$ cat config.mk
export PLATFORM = sky130hd
export DESIGN_NAME = aes_dp_ctrl
export DESIGN_NICKNAME = d
export VERILOG_FILES = /design/src/rtl/aes_dp_ctrl.sv
export SDC_FILE = /design/constraint.sdc
export NUM_CORES = 1
export LEC_CHECK = 0
export ABC_AREA = 0
export BUFFER_PORTS_ARGS = -buffer_cell sky130_fd_sc_hd__buf_2
export CORE_AREA = 5 5 305 307
export CTS_BUF_LIST = sky130_fd_sc_hd__clkbuf_16
export CTS_CLUSTER_DIAMETER = 50
export CTS_CLUSTER_SIZE = 16
export DETAILED_ROUTE_END_ITERATION = 16
export DIE_AREA = 0 0 310 312
export GPL_TIMING_DRIVEN = 0
export HOLD_SLACK_MARGIN = 0.15
export RECOVER_POWER = 100
export SLEW_MARGIN = 20
export SYNTH_ARGS = -nofsm -noshare
export SYNTH_HDL_FRONTEND = slang
export SYNTH_SLANG_ARGS = --single-unit
$ cat constraint.sdc
create_clock -name clk -period 2.09 [get_ports clk]
set_clock_uncertainty 0.15 [all_clocks]
set_input_delay 0.209 -clock clk [delete_from_list [all_inputs] [get_ports clk]]
set_output_delay 0.209 -clock clk [all_outputs]
set_load 0.005 [all_outputs]
$ cat src/rtl/aes_dp_ctrl.sv
// Handshake controller around an iterative AES datapath: loads a block, runs the
// datapath until its final-round flag (or a timeout), then holds the result for the consumer.
module aes_dp_ctrl #(
    parameter int unsigned RND_SIZE = 128,
    parameter int unsigned TMO_CYC  = 15,
    parameter int unsigned CNT_W    = 16
) (
    input  logic                clk,
    input  logic                rst,
    input  logic                s_valid,
    output logic                s_ready,
    input  logic [RND_SIZE-1:0] s_text,
    input  logic [RND_SIZE-1:0] s_key,
    output logic                m_valid,
    input  logic                m_ready,
    output logic [RND_SIZE-1:0] m_data,
    output logic                dp_en,
    output logic [RND_SIZE-1:0] dp_text,
    output logic [RND_SIZE-1:0] dp_key,
    input  logic [RND_SIZE-1:0] dp_cypher,
    input  logic                dp_flag,
    output logic                o_busy,
    output logic                o_err,
    output logic [CNT_W-1:0]    o_blk_cnt
);

    localparam int unsigned TMR_W = $clog2(TMO_CYC + 1);

    typedef enum logic [2:0] {
        IDLE,
        LOAD,
        RUN,
        DONE,
        ERR
    } state_t;

    state_t           state;
    logic [TMR_W-1:0] tmr;

    always_ff @(posedge clk) begin
        if (rst) begin
            state     <= IDLE;
            tmr       <= '0;
            m_valid   <= 1'b0;
            dp_en     <= 1'b0;
            o_busy    <= 1'b0;
            o_err     <= 1'b0;
            o_blk_cnt <= '0;
            m_data    <= '0;
            dp_text   <= '0;
            dp_key    <= '0;
        end else begin
            case (state)
                IDLE: begin
                    if (s_valid) begin
                        dp_text <= s_text;
                        dp_key  <= s_key;
                        o_busy  <= 1'b1;
                        state   <= LOAD;
                    end
                end
                LOAD: begin
                    tmr   <= '0;
                    dp_en <= 1'b1;
                    state <= RUN;
                end
                RUN: begin
                    // The final-round flag wins over a timeout landing in the same cycle.
                    if (dp_flag) begin
                        m_data  <= dp_cypher;
                        m_valid <= 1'b1;
                        dp_en   <= 1'b0;
                        state   <= DONE;
                    end else if (tmr == TMR_W'(TMO_CYC - 1)) begin
                        o_err <= 1'b1;
                        dp_en <= 1'b0;
                        state <= ERR;
                    end else begin
                        tmr <= tmr + TMR_W'(1);
                    end
                end
                DONE: begin
                    if (m_ready) begin
                        o_blk_cnt <= o_blk_cnt + CNT_W'(1);
                        m_valid   <= 1'b0;
                        o_busy    <= 1'b0;
                        state     <= IDLE;
                    end
                end
                ERR: state <= ERR;
                default: state <= IDLE;
            endcase
        end
    end

    // Gated by rst so the input side reads not-ready while reset is held.
    assign s_ready = (state == IDLE) && !rst;

endmodule

* After elaboration in Yosys (flattened, before gate mapping)
Index checks and enable logic that the tools add are counted.
** Operators by class
- Add/subtract/negate cells :: 2
- Equality and inequality tests :: 11
- Muxes and demuxes :: 16
- Bitwise logic cells :: 1
- Reductions and logical operators :: 15
** Operator list (count)
- adder 16 x 1 -> 16 bit (second input constant) :: 1
- case mux 3 bit (5 select lines) :: 1
- AND reduction 3 bit :: 5
- two-way mux 3 bit :: 4
- != test 2 bit (second input constant) :: 5
- two-way mux 4 bit :: 2
- case mux 4 bit (2 select lines) :: 1
- AND reduction 2 bit :: 4
- == test 3 x 2 -> 1 bit (second input constant) :: 2
- case mux 1 bit (2 select lines) :: 3
- nonzero test 2 bit :: 3
- two-way mux 1 bit :: 5
- adder 4 x 1 -> 4 bit (second input constant) :: 1
- == test 4 bit (second input constant) :: 1
- == test 3 x 1 -> 1 bit (second input constant) :: 1
- == test 3 bit (second input constant) :: 1
- zero test 3 bit :: 1
- != test 3 bit (second input constant) :: 1
- logical AND 1 bit :: 1
- zero test 1 bit :: 1
- inverter 1 bit :: 1
** Word-level totals
- Flip-flop bits (word level) :: 411
- Input port bits :: 389
- Output and inout bits :: 405
- Logic and storage cells :: 55

* Logic depth before layout (Yosys ltp)
- Depth in word-level cells :: 4
- Gate-level depth with buffers :: 8
- Mapped depth without buffers :: 6

* Least setup slack after synthesis
No wires, ideal clock.
- Path kind :: reg-to-reg
- Start point :: register o_blk_cnt[0]
- End point :: register o_blk_cnt[14]
- Setup time :: 0.070 ns
- Data arrival time :: 1.635 ns
- Required time :: 1.870 ns
- Slack :: 0.234 ns
- Stages on the path, launching flop included :: 7
- Period minus slack after synthesis :: 1.856 ns
- Cells stage by stage :: dfxtp_1 ha_1 nand4_1 or2_1 clkbuf_2 or4_1 a21oi_1
** On the way
- Cells in the longest elaborated chain, start to end :: 1
** RTL lines
- from (decl) :: line 24 : output logic [CNT_W-1:0] o_blk_cnt
- from (signal assigned) :: line 84 : o_blk_cnt <= o_blk_cnt + CNT_W'(1);
- adder 16 x 1 -> 16 bit :: line 84
No other way between the ends.
A chain may end at the register's enable or synchronous reset.

* Worst setup path after layout
- Start point :: register state[0]
- End point :: output s_ready
** On the way
- Cells in the longest elaborated chain, start to end :: 2
** RTL lines
- from (decl) :: line 37 : state_t state;
- from (signal assigned) :: line 42 : state <= IDLE;
- from (signal assigned) :: line 59 : state <= LOAD;
- from (signal assigned) :: line 65 : state <= RUN;
- zero test 3 bit :: line 97 : assign s_ready = (state == IDLE) && !rst;
- logical AND 1 bit :: line 97
- to (decl) :: line 11 : output logic s_ready,
No other way between the ends.

==> results.sh <==
export IMPL_pwr_share_clk=0.373
export IMPL_worstPathArrival_ns=1.65
export IMPL_synth_flop_cell="dfxtp_1"
export IMPL_p_seq_frac=0.390
export IMPL_cts_buffers=52
export IMPL_die_h_um=312
export IMPL_finalSetupTns_ns=0
export IMPL_cts_tree="yes"
export IMPL_post_route_period_util=0.9608
export IMPL_nNetsFinal=3440
export IMPL_gp_congestion=0.9006
export IMPL_holdCritPathClass="input port to register"
export IMPL_synth_fp_nets=2208
export IMPL_intPower_uw=15940
export IMPL_r2r_start="state[2]"
export IMPL_synthesis_area_sq_um=14370
export IMPL_power_leakage_uw=0.01006
export IMPL_firstDrtPassIters=5
export IMPL_worst_pin_slew_ns=0.8995
export IMPL_critPathMaxFanout=10
export IMPL_critPathLaunchType="register"
export IMPL_track_usage=0.1420
export IMPL_clockBufferDepth=3
export IMPL_synth_cells=1816
export IMPL_grt_overflow=0
export IMPL_power_density_nw_per_um2=945.8
export IMPL_drtIter0Drc=1164
export IMPL_crit_path_end_kind="primary output"
export IMPL_avgSynthCellArea_sq_um=7.914
export IMPL_port_buffers=792
export IMPL_grt_max_degree=16
export IMPL_fmaxAchievable_mhz=498.0
export IMPL_synth_top_cell_area_share=0.5725
export IMPL_comb_power_share=0.238
export IMPL_ys_types=40
export IMPL_grt_antenna_before_repair=4
export IMPL_drc=0
export IMPL_clkTransAtPathRegs_ns=0.06
export IMPL_hold_viol_final=0
export IMPL_grt_pass1_vias=17370
export IMPL_synth_warnings=0
export IMPL_r2r_slack_ns=0.10
export IMPL_dp_hpwl_um=54240
export IMPL_cts_root_buffer="clkbuf_16"
export IMPL_synthArstFlopShare=0
export IMPL_drive_gt1_frac=0.2081
export IMPL_max_slew_margin=0.4004
export IMPL_max_vdd_ir_drop_v=0.0005904
export IMPL_place_area_sq_um=19810
export IMPL_die_area_sq_um=96720
export IMPL_synthToLayoutAreaGrowth_pct=75.45
export IMPL_finalCriticalPeriod_ns=2.008
export IMPL_ioPinCount=794
export IMPL_critPathLaunch="state[0]"
export IMPL_final_core_util=0.2810
export IMPL_grt_pass1_wl_um=105700
export IMPL_dieWidth_um=310
export IMPL_clkSinkCount=411
export IMPL_hp_start="rst"
export IMPL_yosysSeqAreaShare=0.5725
export IMPL_setup_violations=0
export IMPL_h_tree_depth=2
export IMPL_drt_wl_total_um=73600
export IMPL_fp_row_count=110
export IMPL_rsz0062_at_grt="true"
export IMPL_final_area_sq_um=25210
export IMPL_ys_seq_elements=411
export IMPL_synth_area_leader_cell="dfxtp_1"
export IMPL_criticalPathCategory="register to primary output"
export IMPL_core_area_sq_um=89740
export IMPL_synth_edf_count=0
export IMPL_ant_nets=0
export IMPL_swShare=0.3315
export IMPL_start_util=0.1602
export IMPL_clock_latency_ns=0.60
export IMPL_wire_per_inst_um=17.22
export IMPL_vias_per_cell=4.067
export IMPL_vias=17382
export IMPL_drv_slew=0
export IMPL_status="completed"
export IMPL_synth_area_leaders="dfxtp_1, nand2_1, a21oi_1"
export IMPL_worst_ep_required_time_ns=1.73
export IMPL_switching_power_uw=7905
export IMPL_cap_violations=0
flip-flops by register name, summed over array words and instances (netlist names):
signal / flops
dp_key: 128
dp_text: 128
m_data: 128
o_blk_cnt: 16
tmr: 4
state: 3
dp_en: 1
m_valid: 1
o_busy: 1
o_err: 1
critical path: stages (launching register included):
cell and delay (ns):
dfxtp_2 0.37, clkbuf_4 0.20, nor4_2 0.28, buf_2 0.20
power by group through the flow:
stage               combinational (uW)  clock, uW  sequential (uW)
finish                            5660       8880             9300
global route                      6200       9450             9390
CTS                               5780       9140             9250
detailed placement                5040          0             9400
global placement                  5020          0             9370
floorplan                         2310          0             9440
synth_stat cells (5+ instances only):
| master | n |
|---|---|
| nor2_1 | 20 |
| a21oi_1 | 397 |
| buf_2 | 19 |
| and3_1 | 5 |
| buf_4 | 23 |
| o21ai_0 | 6 |
| nand3_1 | 7 |
| clkbuf_1 | 90 |
| xor2_1 | 7 |
| dfxtp_1 | 411 |
| nand2_1 | 777 |
repair_timing:
item / CTS / global route
gates resized for setup: 66 / 56
hold endpoints to repair: 403 / 0
pin swaps: 1 / 1
setup buffers: 0 / 0
setup endpoints to repair: 380 / 228
hold buffers: 387 / 0
final cells by class:
type / instances / area (sq um)
antenna: 8 / 20.02
buffer: 134 / 799.5
clock buffer: 53 / 1326
clock inverter: 43 / 380.4
fill: 9611 / 64520
inverter: 4 / 15.01
multi-input combinational: 1266 / 5562
sequential: 411 / 8230
tap: 1176 / 1471
timing repair buffer: 1179 / 7410
logic make-up after synthesis:
family / count (synthesis) / synth area share
fa+ha+maj: 3 / 0.002612
mux: 3 / 0.002090
simple gates: 838 / 0.2275
flops: 411 / 0.5725
xor+xnor: 9 / 0.005485
compound gates: 413 / 0.1457
buf+inv: 139 / 0.04405
routing by layer:
| metal | part of all wire | track usage | wire length, um |
|---|---|---|---|
| met1 | 0.40 | 0.1683 | 29600 |
| met2 | 0.46 | 0.2359 | 34030 |
| met3 | 0.084 | 0.04070 | 6186 |
| met4 | 0.052 | 0.06810 | 3793 |
| met5 | 0 | 0 | 0 |
placed cells by master (no fill, tap or decap), drive strengths merged, types with 4 or more instances in the layout:
master       netlist  layout
nand2            777     777
buf               44     493
clkbuf            91     485
dfxtp            411     411
a21oi            397     397
dlygate4sd3        0     387
inv                4      27
nor2              20      20
clkinv             0      14
diode              0       8
xor2               7       7
nand3              7       7
o21ai              6       6
clkinvlp           0       5
and3               5       5
o31ai              4       4
or4                4       4
nand4              4       4
stage by stage:
step,instances,setup WS [ns],power [uW],hold slack (ns)
floorplan,1816,0.2341,11760,0.1950
detailed placement,3784,-0.8700,14440,0.2930
global placement,3784,-0.8394,14380,0.2891
global route,4268,-0.03230,25040,0.2039
CTS,4267,-0.009917,24160,0.1680
finish,4274,0.08186,23850,0.2125
final timing paths:
check	to	cells after the start
setup / recovery	s_ready	3
hold / removal	state[1]	3
setup reg to reg	m_data[65]	7
hold reg to reg	m_data[61]	2
(Power assumes the default switching activity.)
